$ cat config.mk
export PLATFORM = sky130hd
export DESIGN_NAME = if_fetch_flat
export DESIGN_NICKNAME = d
export VERILOG_FILES = /design/src/rtl/if_fetch_pkg.sv /design/src/rtl/if_fetch_if.sv /design/src/rtl/if_hold_buf.sv /design/src/rtl/if_fetch.sv /design/src/flat_wrapper.sv
export SDC_FILE = /design/constraint.sdc
export NUM_CORES = 1
export LEC_CHECK = 0
export CAP_MARGIN = 40
export CORE_MARGIN = 3
export CORE_UTILIZATION = 54
export CTS_CLUSTER_DIAMETER = 120
export DETAILED_ROUTE_END_ITERATION = 8
export PLACE_DENSITY = 0.95
export SETUP_SLACK_MARGIN = 0.2
export SYNTH_ARGS = -nofsm -noshare
export SYNTH_HDL_FRONTEND = slang
export SYNTH_SLANG_ARGS = --single-unit
$ cat constraint.sdc
create_clock -name clk -period 7.66 [get_ports clk]
set_input_delay 0.766 -clock clk [delete_from_list [all_inputs] [get_ports clk]]
set_output_delay 0.766 -clock clk [all_outputs]
set_load 0.05 [all_outputs]
$ cat src/rtl/if_fetch_pkg.sv
// Shared types for the instruction-fetch stage: bus widths, fetch FSM states,
// and the {pc, inst} pair that travels from IF to ID.
package if_fetch_pkg;

  localparam int unsigned INST_ADDR_W = 16;
  localparam int unsigned INST_W      = 16;

  typedef logic [INST_ADDR_W-1:0] inst_addr_t;
  typedef logic [INST_W-1:0]      inst_t;

  typedef enum logic {
    FETCH = 1'b0,
    HOLD  = 1'b1
  } fetch_state_e;

  typedef struct packed {
    inst_addr_t pc;
    inst_t      inst;
  } fetch_entry_t;

  // Sequential PC step; wraps FFFF -> 0000 by construction.
  function automatic inst_addr_t next_seq_pc(inst_addr_t pc);
    return pc + inst_addr_t'(1);
  endfunction

endpackage

$ cat src/rtl/if_fetch_if.sv
// Instruction-memory port: IF drives request/address, memory answers with
// ready/data after a variable number of wait states.
interface if_fetch_if;
  import if_fetch_pkg::*;

  logic       req;
  inst_addr_t addr;
  logic       ready;
  inst_t      data;

  modport master (output req, addr, input ready, data);
  modport slave  (input req, addr, output ready, data);

endinterface

$ cat src/rtl/if_hold_buf.sv
// Single-entry {pc, inst} buffer that parks a completed fetch while ID stalls.
module if_hold_buf
  import if_fetch_pkg::*;
(
  input  logic         clk,
  input  logic         rst,
  input  logic         load,
  input  logic         drain,
  input  logic         clear,
  input  fetch_entry_t din,
  output fetch_entry_t dout,
  output logic         valid
);

  fetch_entry_t entry_q;

  always_ff @(posedge clk) begin
    if (rst) begin
      valid <= 1'b0;
    end else if (clear || drain) begin
      valid <= 1'b0;
    end else if (load) begin
      valid <= 1'b1;
    end
  end

  // NOTE: the payload has no reset; valid alone says whether it means anything.
  always_ff @(posedge clk) begin
    if (load) begin
      entry_q <= din;
    end
  end

  assign dout = entry_q;

endmodule

$ cat src/rtl/if_fetch.sv
// IF stage: owns the PC, talks to instruction memory, and feeds ID with
// {pc_o, inst_o}, bubbling NOPs when nothing is ready.
module if_fetch
  import if_fetch_pkg::*;
#(
  parameter inst_addr_t RESET_PC = 16'h0000,
  parameter inst_t      NOP_INST = 16'h0800
) (
  input  logic              clk,
  input  logic              rst,
  input  logic              stall_i,
  input  logic              branch_flag_i,
  input  inst_addr_t        branch_addr_i,
  input  logic              flush_i,
  input  inst_addr_t        flush_addr_i,
  if_fetch_if.master        imem,
  output inst_addr_t        pc_o,
  output inst_t             inst_o
);

  fetch_state_e state_q, state_d;
  inst_addr_t   pc_q, pc_d;
  inst_addr_t   pc_out_q, pc_out_d;
  inst_t        inst_out_q, inst_out_d;
  logic         redir_pend_q, redir_pend_d;
  inst_addr_t   redir_addr_q, redir_addr_d;
  inst_addr_t   seq_pc;
  logic         fetch_req;
  logic         buf_load, buf_drain, buf_clear, buf_valid;
  fetch_entry_t buf_din, buf_dout;

  assign buf_din = '{pc: pc_q, inst: imem.data};

  if_hold_buf u_hold_buf (
    .clk   (clk),
    .rst   (rst),
    .load  (buf_load),
    .drain (buf_drain),
    .clear (buf_clear),
    .din   (buf_din),
    .dout  (buf_dout),
    .valid (buf_valid)
  );

  // A pending redirect replaces the sequential step once the delay slot lands.
  assign seq_pc = redir_pend_q ? redir_addr_q : next_seq_pc(pc_q);

  // NOTE: every output of this block gets a default first, so no latches form.
  always_comb begin
    state_d      = state_q;
    pc_d         = pc_q;
    pc_out_d     = pc_out_q;
    inst_out_d   = inst_out_q;
    redir_pend_d = redir_pend_q;
    redir_addr_d = redir_addr_q;
    fetch_req    = 1'b0;
    buf_load     = 1'b0;
    buf_drain    = 1'b0;
    buf_clear    = 1'b0;

    if (flush_i) begin
      pc_d         = flush_addr_i;
      inst_out_d   = NOP_INST;
      buf_clear    = 1'b1;
      redir_pend_d = 1'b0;
      state_d      = FETCH;
    end else begin
      case (state_q)
        FETCH: begin
          fetch_req = 1'b1;
          if (imem.ready) begin
            redir_pend_d = 1'b0;
            if (stall_i) begin
              buf_load = 1'b1;
              pc_d     = seq_pc;
              state_d  = HOLD;
            end else begin
              pc_out_d   = pc_q;
              inst_out_d = imem.data;
              // The completing fetch is the delay slot, so redirect right away.
              pc_d       = branch_flag_i ? branch_addr_i : seq_pc;
            end
          end else if (!stall_i) begin
            inst_out_d = NOP_INST;
            if (branch_flag_i) begin
              redir_pend_d = 1'b1;
              redir_addr_d = branch_addr_i;
            end
          end
        end
        HOLD: begin
          if (!stall_i) begin
            buf_drain  = 1'b1;
            state_d    = FETCH;
            pc_out_d   = buf_valid ? buf_dout.pc   : pc_out_q;
            inst_out_d = buf_valid ? buf_dout.inst : NOP_INST;
            if (branch_flag_i) begin
              pc_d = branch_addr_i;
            end
          end
        end
        default: state_d = FETCH;
      endcase
    end
  end

  // NOTE: sequential state uses non-blocking assignments so all registers
  // update together from the values computed above.
  always_ff @(posedge clk) begin
    if (rst) begin
      state_q      <= FETCH;
      pc_q         <= RESET_PC;
      pc_out_q     <= '0;
      inst_out_q   <= NOP_INST;
      redir_pend_q <= 1'b0;
      redir_addr_q <= '0;
    end else begin
      state_q      <= state_d;
      pc_q         <= pc_d;
      pc_out_q     <= pc_out_d;
      inst_out_q   <= inst_out_d;
      redir_pend_q <= redir_pend_d;
      redir_addr_q <= redir_addr_d;
    end
  end

  assign imem.req  = fetch_req & ~rst;
  assign imem.addr = pc_q;
  assign pc_o      = pc_out_q;
  assign inst_o    = inst_out_q;

endmodule

$ cat src/flat_wrapper.sv
// flat-port wrapper written by rule: the top's interface ports become plain ports
module if_fetch_flat import if_fetch_pkg::*;
#(
  parameter inst_addr_t RESET_PC = 16'h0000,
  parameter inst_t      NOP_INST = 16'h0800
)
  (clk, rst, stall_i, branch_flag_i, branch_addr_i, flush_i, flush_addr_i, pc_o, inst_o, imem_req, imem_addr, imem_ready, imem_data);
  if_fetch_if imem_i ();
  input  logic clk;
  input  logic rst;
  input  logic stall_i;
  input  logic branch_flag_i;
  input  inst_addr_t branch_addr_i;
  input  logic flush_i;
  input  inst_addr_t flush_addr_i;
  output inst_addr_t pc_o;
  output inst_t inst_o;
  output wire logic [$bits(imem_i.req)-1:0] imem_req;
  output wire logic [$bits(imem_i.addr)-1:0] imem_addr;
  input wire logic [$bits(imem_i.ready)-1:0] imem_ready;
  input wire logic [$bits(imem_i.data)-1:0] imem_data;
  assign imem_req = imem_i.req;
  assign imem_addr = imem_i.addr;
  assign imem_i.ready = imem_ready;
  assign imem_i.data = imem_data;
  if_fetch #(.RESET_PC(RESET_PC), .NOP_INST(NOP_INST)) u_core (.clk(clk), .rst(rst), .stall_i(stall_i), .branch_flag_i(branch_flag_i), .branch_addr_i(branch_addr_i), .flush_i(flush_i), .flush_addr_i(flush_addr_i), .imem(imem_i), .pc_o(pc_o), .inst_o(inst_o));
endmodule
==> flow_metrics.env, run 1 <==
export IMPL_worst_slew_pin_slew_ns=0.798
export IMPL_synth_async_reset_ratio=0
export IMPL_max_cap_violations=0
export IMPL_root_buffer="clkbuf_8"
export IMPL_avgSynthCellArea_sq_um=9.65
export IMPL_cts_buffer_depth=2
export IMPL_synth_area_sq_um=4430
export IMPL_skew_ns=0.0104
export IMPL_fillers=552
export IMPL_dp_hpwl_mm=8.24
export IMPL_ant_nets=0
export IMPL_whs_ns=0.492
export IMPL_rsz0062_at_grt="false"
export IMPL_endpoint_kind="primary output"
export IMPL_netlist_top_cell_by_area="dfxtp_1"
export IMPL_drv_slew=0
export IMPL_yosysWarnings=0
export IMPL_initial_core_util=0.565
export IMPL_cts_hold_buffers=0
export IMPL_yosysMostFrequentCell="nor2_1"
export IMPL_hold_viol=0
export IMPL_die_area_sq_um=9330
export IMPL_cts_resized=0
export IMPL_critical_path_required_ns=6.89
export IMPL_drc=0
export IMPL_numPortBuffers=102
export IMPL_setup_viol=0
export IMPL_synth_edf_count=32
export IMPL_syn_inst=459
export IMPL_synth_seq_cells=99
export IMPL_status="completed"
export IMPL_antenna_found_initial=0
export IMPL_power_density_nw_per_um2=196
export IMPL_worstSetupStartpointType="primary input"
export IMPL_cts_max_level=3
export IMPL_fin_nets=600
export IMPL_wire_per_inst_um=17.8
export IMPL_synth_top_area_frac=0.303
export IMPL_ys_top_cells_by_area="dfxtp_1 30%, edfxtp_1 22%, mux2i_1 7.5%"
export IMPL_grt_pass1_wl_mm=18.4
export IMPL_cp_slowest_stage_delay_ns=0.81
export IMPL_clk_pin_slew_worst_paths_ns=0.09
export IMPL_num_antenna_cells=0
export IMPL_cts_sinks=99
export IMPL_pre_cts_slack_ns=3.94
export IMPL_clock_latency_ns=0.36
export IMPL_grt_overflow_total=0
export IMPL_grt_use_total=0.257
export IMPL_crit_top_cell="clkdlybuf4s50_1"
export IMPL_final_area_sq_um=5710
export IMPL_worstPathCellList="clkdlybuf4s50_1, buf_4, or2_2, nor2_1, clkdlybuf4s50_1"
export IMPL_synth_common_cells="75 x nor2_1, 67 x dfxtp_1, 33 x mux2i_1"
export IMPL_cts_setup_buffers=0
export IMPL_wirelength_mm=11.6
export IMPL_die_y_um=96.6
export IMPL_viasPerCell=5.98
export IMPL_grt_max_degree=49
export IMPL_leakage_nw=1.93
export IMPL_cts_tree="done"
export IMPL_ys_seq_area_frac=0.520
export IMPL_cts_made_buffers=9
export IMPL_grt_pass1_vias=3676
export IMPL_irDropWorstVdd_uv=101
export IMPL_critPathKind="primary input to primary output"
export IMPL_die_w_um=96.6
export IMPL_first_pass_iters=8
export IMPL_min_path_type="register to register"
export IMPL_num_vias=3902
export IMPL_setup_slack_ns=3.97
export IMPL_crit_arrival_ns=2.93
export IMPL_crit_path_top_delay_cell="clkdlybuf4s50_1"
export IMPL_finalCritPeriodShare=0.482
export IMPL_tns_ns=0
export IMPL_fmax_ghz=0.271
export IMPL_synth_distinct_cells=52
export IMPL_slew_headroom=0.466
export IMPL_fin_crit_ns=3.69
export IMPL_drtIter0Drc=399
export IMPL_syn_to_final_growth_pct=28.9
export IMPL_placed_cell_area_sq_um=5500
export IMPL_gp_congestion=0.896
export IMPL_path_max_fanout=48
export IMPL_row_count=32
export IMPL_layout_drive_gt1_share=0.0545
export IMPL_synthFlopType="dfxtp_1"
export IMPL_core_sq_um=7850
export IMPL_pin_count=103
export IMPL_synth_nets=514
kinds of logic (layout without fill, tap and decap cells):
logic type	count (synthesis)	count (layout)	share of synthesized area
AO/OA/AOI/OAI	108	108	0.171
adder cells (fa/ha/maj)	1	1	0.00282
AND/OR/NAND/NOR	161	161	0.169
buffers and inverters	48	139	0.0446
flip-flops	99	99	0.520
multiplexers	33	33	0.0746
XOR/XNOR	9	9	0.0178
where the power goes:
group / internal, mW / switching, mW
registers: 0.564 / 0.0232
logic: 0.0827 / 0.120
clock network: 0.152 / 0.180
critical path, delay by kind of cell:
| family | cells | cell delay [ns] |
|---|---|---|
| buffers and inverters | 3 | 1.49 |
| AND/OR/NAND/NOR | 2 | 0.65 |
stage by stage:
step / total power [mW] / std cells / utilization
floorplan: 0.715 / 459 / -
global placement: 0.789 / 633 / 0.699
detailed placement: 0.798 / 634 / 0.701
CTS: 1.12 / 650 / 0.725
global route: 1.16 / 652 / 0.728
finish: 1.12 / 652 / 0.728
layer usage:
metal  vias to the layer above  wire length, um  track usage
met5                         -                0            0
met2                       205             5760        0.413
met1                      1844             4770        0.346
li1                       1834                -            -
met3                        19              901       0.0534
met4                         0              175       0.0876
final timing paths:
check | startpoint | to | slack (ns) | depth (start not counted)
hold reg to reg | u_core.redir_addr_q[5] | u_core.redir_addr_q[5] | 0.49 | 2
setup / recovery | rst | imem_req | 3.97 | 5
setup reg to reg | u_core.state_q | u_core.pc_o[11] | 4.97 | 7
hold / removal | u_core.redir_addr_q[5] | u_core.redir_addr_q[5] | 0.49 | 2
cell usage in the layout (no fill, tap or decap), types with 6 or more instances in the layout:
cell and count:
a21oi_1 25, nor2b_1 7, edfxtp_1 32, nand2_1 26, clkbuf_8 9, buf_4 9, o21ai_0 9, nor2_1 75
inv_1 10, dfxtp_1 67, nand3_1 9, mux2i_1 33, xnor2_1 7, nand2b_1 7, clkdlybuf4s50_1 102, a211oi_1 19
nor3_1 11, a31oi_1 6, and3_1 6, a22oi_1 17
layout make-up:
| cell class | count | area [sq um] | area share |
|---|---|---|---|
| clock inverter | 6 | 63.8 | 0.0112 |
| sequential | 99 | 2300 | 0.403 |
| multi-input combinational | 312 | 1940 | 0.339 |
| tap | 102 | 128 | 0.0223 |
| clock buffer | 10 | 128 | 0.0223 |
| timing repair buffer | 113 | 1120 | 0.196 |
| inverter | 10 | 37.5 | 0.00657 |
flip-flops by register name (all words and copies together), names as in the netlist:
register,flops
u_core.inst_o,16
u_core.imem.addr,16
u_core.pc_o,16
u_core.state_q,1
u_core.u_hold_buf.dout,32
u_core.redir_pend_q,1
u_core.u_hold_buf.valid,1
u_core.redir_addr_q,16
No activity file was read; power rests on OpenSTA's default activity.
==> run 2: changes to the inputs <==
--- a/config.mk
+++ b/config.mk
@@ -7,10 +7,10 @@
 export LEC_CHECK = 0
 export CAP_MARGIN = 40
 export CORE_MARGIN = 3
-export CORE_UTILIZATION = 54
+export CORE_UTILIZATION = 45
 export CTS_CLUSTER_DIAMETER = 120
 export DETAILED_ROUTE_END_ITERATION = 8
-export PLACE_DENSITY = 0.95
+export PLACE_DENSITY = 0.88
 export SETUP_SLACK_MARGIN = 0.2
 export SYNTH_ARGS = -nofsm -noshare
 export SYNTH_HDL_FRONTEND = slang
==> constraint.sdc (replaced) <==
create_clock -name clk -period 3.2 [get_ports clk]
set_input_delay 0.32 -clock clk [delete_from_list [all_inputs] [get_ports clk]]
set_output_delay 0.32 -clock clk [all_outputs]
set_load 0.05 [all_outputs]
==> run 2 against run 1 <==
Die area grew 19%. Routed wire length shrank 3.9%. Flip-flop and latch count is the same. Core utilization shrank 11 points. First-iteration DRC count shrank 19%. Worst setup slack lost 3.0 ns. Sequential share of layout area shrank 0.48 points. Largest cell class unchanged. Clock power grew to 2.6 times the previous value. Critical path type unchanged. Non-clock buffer count grew 2. Clock skew shrank 0.0019 ns. Global-route usage shrank 5.2 points.
==> flow_metrics.env, run 2 (synthesis gave the netlist of run 1 again) <==
export IMPL_status="completed"
export IMPL_crit_arrival_ns=1.89
export IMPL_fin_nets=602
export IMPL_ant_nets=0
export IMPL_leakage_nw=1.95
export IMPL_fin_crit_ns=2.21
export IMPL_final_area_sq_um=5780
export IMPL_clock_latency_ns=0.37
export IMPL_setup_viol=0
export IMPL_grt_overflow_total=0
export IMPL_critPathKind="primary input to primary output"
export IMPL_gp_congestion=0.880
export IMPL_power_frac_clock=0.315
export IMPL_hold_viol=0
export IMPL_drv_slew=0
export IMPL_endpoint_kind="primary output"
export IMPL_cts_made_buffers=9
export IMPL_rr_worst_depth=6
export IMPL_core_sq_um=9420
export IMPL_tns_ns=0
export IMPL_die_area_sq_um=11100
export IMPL_power_density_nw_per_um2=476
export IMPL_total_power_mw=2.75
export IMPL_rsz0062_at_grt="false"
export IMPL_r2r_end="u_core.pc_o[6]"
export IMPL_row_count=35
export IMPL_wire_per_inst_um=16.4
export IMPL_root_buffer="clkbuf_8"
export IMPL_worstSetupStartpointType="primary input"
export IMPL_drc=0
export IMPL_p_switching_mw=0.758
export IMPL_pin_count=103
export IMPL_utilization=0.614
export IMPL_path_max_fanout=20
export IMPL_layout_commonest_cell="clkdlybuf4s50_1"
export IMPL_critical_path_required_ns=2.88
export IMPL_r2r_slack_ns=1.00
export IMPL_numPortBuffers=102
export IMPL_num_antenna_cells=0
export IMPL_largest_reg_flops=32
export IMPL_endpoint="imem_req"
export IMPL_cts_tree="done"
export IMPL_worst_slew_pin_slew_ns=0.729
export IMPL_max_cap_violations=0
export IMPL_placed_cell_area_sq_um=5570
export IMPL_cts_buffer_depth=2
export IMPL_die_y_um=105
export IMPL_cts_sinks=99
export IMPL_min_path_type="register to register"
export IMPL_layout_drive_gt1_share=0.0598
export IMPL_irDropWorstVdd_uv=219
export IMPL_grt_pass1_vias=3610
export IMPL_worstPathCellList="clkdlybuf4s50_1, or2_2, nor2_1, buf_12"
export IMPL_cp_slowest_stage_delay_ns=0.61
export IMPL_cts_resized=0
export IMPL_grt_max_degree=48
export IMPL_viasPerCell=5.52
export IMPL_first_pass_iters=5
export IMPL_reg2reg_from="u_core.state_q"
export IMPL_finalCritPeriodShare=0.692
export IMPL_dp_hpwl_mm=8.11
export IMPL_cts_hold_buffers=0
export IMPL_p_int_mw=1.99
export IMPL_die_w_um=105
export IMPL_switching_share=0.275
export IMPL_startpoint="flush_i"
export IMPL_cts_setup_buffers=0
export IMPL_clk_pin_slew_worst_paths_ns=0.10
export IMPL_cts_max_level=3
export IMPL_syn_to_final_growth_pct=30.5
export IMPL_p_seq_frac=0.510
export IMPL_initial_core_util=0.471
export IMPL_most_common_layout_cells="101 x clkdlybuf4s50_1, 75 x nor2_1, 67 x dfxtp_1"
export IMPL_antenna_found_initial=0
export IMPL_combPwrFrac=0.175
export IMPL_skew_ns=0.00851
export IMPL_fmax_ghz=0.452
export IMPL_grt_pass1_wl_mm=18.4
export IMPL_grt_use_total=0.205
export IMPL_num_vias=3756
export IMPL_crit_path_top_delay_cell="clkdlybuf4s50_1"
export IMPL_wirelength_mm=11.2
export IMPL_drtIter0Drc=324
export IMPL_slew_headroom=0.502
-- run 2: cell count changes in the layout (fill, tap and decap cells not counted), sizes merged --
cell	before	now
buf	11	14
bufinv	1	2
clkbuf	10	11
clkdlybuf4s50	102	101
clkinv	2	1
inv	12	11
-- run 2: critical path, delay by kind of cell --
kind / cells / cell delay, ns
simple gates: 2 / 0.79
buf+inv: 2 / 0.78
-- run 2: routing by layer --
layer / part of all wire / GRT usage / vias up
met4: 0.020 / 0.0843 / 0
li1: - / - / 1847
met5: 0 / 0 / -
met2: 0.48 / 0.335 / 133
met3: 0.060 / 0.0288 / 15
met1: 0.44 / 0.274 / 1761
-- run 2: worst min path at each step --
| stage | startpoint | endpoint | cells after the start |
|---|---|---|---|
| 2_1_floorplan | imem_data[0] | u_core.u_hold_buf.dout[0] | 0 |
| 3_3_place_gp | u_core.u_hold_buf.valid | u_core.u_hold_buf.valid | 2 |
| 3_5_place_dp | u_core.inst_o[8] | u_core.inst_o[8] | 2 |
| 4_1_cts | u_core.u_hold_buf.valid | u_core.u_hold_buf.valid | 2 |
| 5_1_grt | u_core.pc_o[9] | u_core.pc_o[9] | 2 |
| 6_report | u_core.u_hold_buf.valid | u_core.u_hold_buf.valid | 2 |
-- run 2: power by group through the flow --
| stage | Sequential [mW] | Combinational, mW | Clock, mW |
|---|---|---|---|
| global route | 1.41 | 0.514 | 0.936 |
| floorplan | 1.53 | 0.183 | 0 |
| detailed placement | 1.43 | 0.479 | 0 |
| CTS | 1.40 | 0.481 | 0.884 |
| finish | 1.40 | 0.481 | 0.868 |
| global placement | 1.43 | 0.470 | 0 |
-- run 2: area by class of cell --
cell class,instances,area (sq um)
multi-input combinational,312,1940
timing repair buffer,115,1130
clock inverter,5,85.1
tap,129,161
fill,758,3630
sequential,99,2300
clock buffer,11,131
inverter,10,37.5
-- run 2: stage by stage --
step	setup slack (ns)	hold slack [ns]	cells
after floorplan	0.794	0.419	459
after global placement	0.726	0.453	665
after detailed placement	0.752	0.478	665
after CTS	0.969	0.491	681
after global routing	0.705	0.523	681
final	0.987	0.490	681
==> run 3: changes to the inputs <==
--- a/config.mk
+++ b/config.mk
@@ -7,10 +7,10 @@
 export LEC_CHECK = 0
 export CAP_MARGIN = 40
 export CORE_MARGIN = 3
-export CORE_UTILIZATION = 45
+export CORE_UTILIZATION = 50
 export CTS_CLUSTER_DIAMETER = 120
 export DETAILED_ROUTE_END_ITERATION = 8
-export PLACE_DENSITY = 0.88
+export PLACE_DENSITY = 0.92
 export SETUP_SLACK_MARGIN = 0.2
 export SYNTH_ARGS = -nofsm -noshare
 export SYNTH_HDL_FRONTEND = slang
==> constraint.sdc (replaced) <==
create_clock -name clk -period 2.3 [get_ports clk]
set_input_delay 0.23 -clock clk [delete_from_list [all_inputs] [get_ports clk]]
set_output_delay 0.23 -clock clk [all_outputs]
set_load 0.05 [all_outputs]
==> run 3 against run 2 <==
Flip-flop and latch count stayed put. Core utilization is 8.0 points higher. Sequential power is 39% higher. Worst setup slack worse by 0.70 ns. Via count is 4.3% higher. Largest cell class unchanged.
==> flow_metrics.env, run 3 (synthesis gave the netlist of run 1 again) <==
export IMPL_hold_viol=0
export IMPL_power_frac_clock=0.282
export IMPL_grt_pass1_wl_mm=18.6
export IMPL_cp_buffers_inverters=1
export IMPL_crit_family="buffers and inverters"
export IMPL_drv_slew=0
export IMPL_numPortBuffers=102
export IMPL_grt_max_degree=41
export IMPL_grt_use_total=0.232
export IMPL_drc=0
export IMPL_setup_slack_ns=0.287
export IMPL_cp_slowest_stage_delay_ns=0.88
export IMPL_syn_to_final_growth_pct=32.0
export IMPL_cts_sinks=99
export IMPL_cts_tree="done"
export IMPL_most_common_layout_cells="101 x clkdlybuf4s50_1, 75 x nor2_1, 64 x dfxtp_1"
export IMPL_crit_arrival_ns=1.78
export IMPL_final_area_sq_um=5850
export IMPL_fin_nets=615
export IMPL_finalCritPeriodShare=0.875
export IMPL_viasPerCell=5.84
export IMPL_crit_path_top_delay_cell="clkdlybuf4s50_1"
export IMPL_layout_drive_gt1_share=0.0920
export IMPL_pin_count=103
export IMPL_critPathKind="register to primary output"
export IMPL_skew_ns=0.0127
export IMPL_cts_made_buffers=9
export IMPL_critical_path_required_ns=2.07
export IMPL_setup_viol=0
export IMPL_grt_pass1_vias=3798
export IMPL_dp_hpwl_mm=8.64
export IMPL_slew_headroom=0.638
export IMPL_placed_cell_area_sq_um=5660
export IMPL_min_path_type="primary input to register"
export IMPL_root_buffer="clkbuf_8"
export IMPL_die_area_sq_um=10000
export IMPL_switching_share=0.301
export IMPL_largest_reg_flops=32
export IMPL_p_int_mw=2.59
export IMPL_irDropWorstVdd_uv=433
export IMPL_core_sq_um=8420
export IMPL_power_density_nw_per_um2=633
export IMPL_die_y_um=100
export IMPL_grt_overflow_total=0
export IMPL_endpoint_kind="primary output"
export IMPL_first_pass_iters=5
export IMPL_num_vias=3916
export IMPL_tns_ns=0
export IMPL_layout_commonest_cell="clkdlybuf4s50_1"
export IMPL_row_count=33
export IMPL_cts_max_level=3
export IMPL_combPwrFrac=0.191
export IMPL_cts_setup_buffers=0
export IMPL_antenna_found_initial=0
export IMPL_clk_pin_slew_worst_paths_ns=0.10
export IMPL_num_antenna_cells=0
export IMPL_fmax_ghz=0.497
export IMPL_rsz0062_at_grt="false"
export IMPL_cts_buffer_depth=2
export IMPL_path_max_fanout=8
export IMPL_initial_core_util=0.526
export IMPL_gp_congestion=0.884
export IMPL_r2r_slack_ns=0.32
export IMPL_worstPathCellList="clkdlybuf4s50_1"
export IMPL_wire_per_inst_um=17.6
export IMPL_ant_nets=0
export IMPL_whs_ns=0.452
export IMPL_worstSetupStartpointType="register"
export IMPL_drtIter0Drc=304
export IMPL_worst_slew_pin_slew_ns=0.542
export IMPL_p_seq_frac=0.527
export IMPL_wirelength_mm=11.8
export IMPL_p_switching_mw=1.11
export IMPL_max_cap_violations=0
export IMPL_total_power_mw=3.70
export IMPL_cts_hold_buffers=0
export IMPL_dp_cells=654
export IMPL_utilization=0.694
export IMPL_layout_cells_non_filler=670
export IMPL_status="completed"
export IMPL_clock_latency_ns=0.36
export IMPL_pre_cts_slack_ns=0.0933
export IMPL_leakage_nw=2.01
export IMPL_die_w_um=100
export IMPL_fin_crit_ns=2.01
==> run 3: changes by cell type in the layout (fill, tap and decap cells not counted) <==
| cell | before | now |
|---|---|---|
| buf_12 | 1 | 3 |
| clkbuf_1 | 2 | 0 |
| buf_4 | 13 | 24 |
| a2111oi_0 | 4 | 3 |
| bufinv_16 | 2 | 0 |
| dfxtp_1 | 67 | 64 |
| and3b_1 | 1 | 0 |
| inv_8 | 0 | 1 |
| inv_6 | 1 | 2 |
| dfxtp_2 | 0 | 3 |
| clkinvlp_4 | 1 | 3 |
| a2111oi_1 | 0 | 1 |
| and3b_2 | 0 | 1 |
==> run 3: power by group through the flow <==
stage / clock (mW) / sequential [mW] / combinational [mW]
detailed placement: 0 / 1.99 / 0.703
CTS: 1.06 / 1.95 / 0.707
finish: 1.04 / 1.95 / 0.708
global placement: 0 / 1.98 / 0.686
global route: 1.12 / 1.96 / 0.754
floorplan: 0 / 2.13 / 0.255
==> run 3: path summary, 6_finish.rpt <==
path | cells after the start | endpoint | from
hold / removal | 1 | u_core.u_hold_buf.dout[9] | imem_data[9]
hold reg to reg | 1 | u_core.inst_o[11] | u_core.inst_o[11]
setup / recovery | 1 | imem_addr[12] | u_core.imem.addr[12]
setup reg to reg | 5 | u_core.imem.addr[11] | u_core.imem.addr[5]
==> run 3: final cells by class <==
type / instances / area (sq um)
repair buffers: 128 / 1250
multi-input cells: 312 / 1940
inverters: 10 / 37.5
clock buffers: 9 / 124
clock inverters: 7 / 60.1
flip-flops and latches: 99 / 2310
well taps: 105 / 131
fillers: 652 / 2570
==> run 3: repair_timing <==
item,4_1_cts,5_1_grt
resized for setup,0,3
endpoints found under the setup margin,0,4
endpoints found under the hold margin,0,0
==> run 3: metal layers <==
metal  up-vias  wire, um  GRT usage  part of all wire
li1       1874         -          -                 -
met1      1828      5000      0.302              0.42
met2       189      5730      0.384              0.49
met3        25       808     0.0403             0.069
met4         0       231     0.0943             0.020
met5         -         0          0                 0
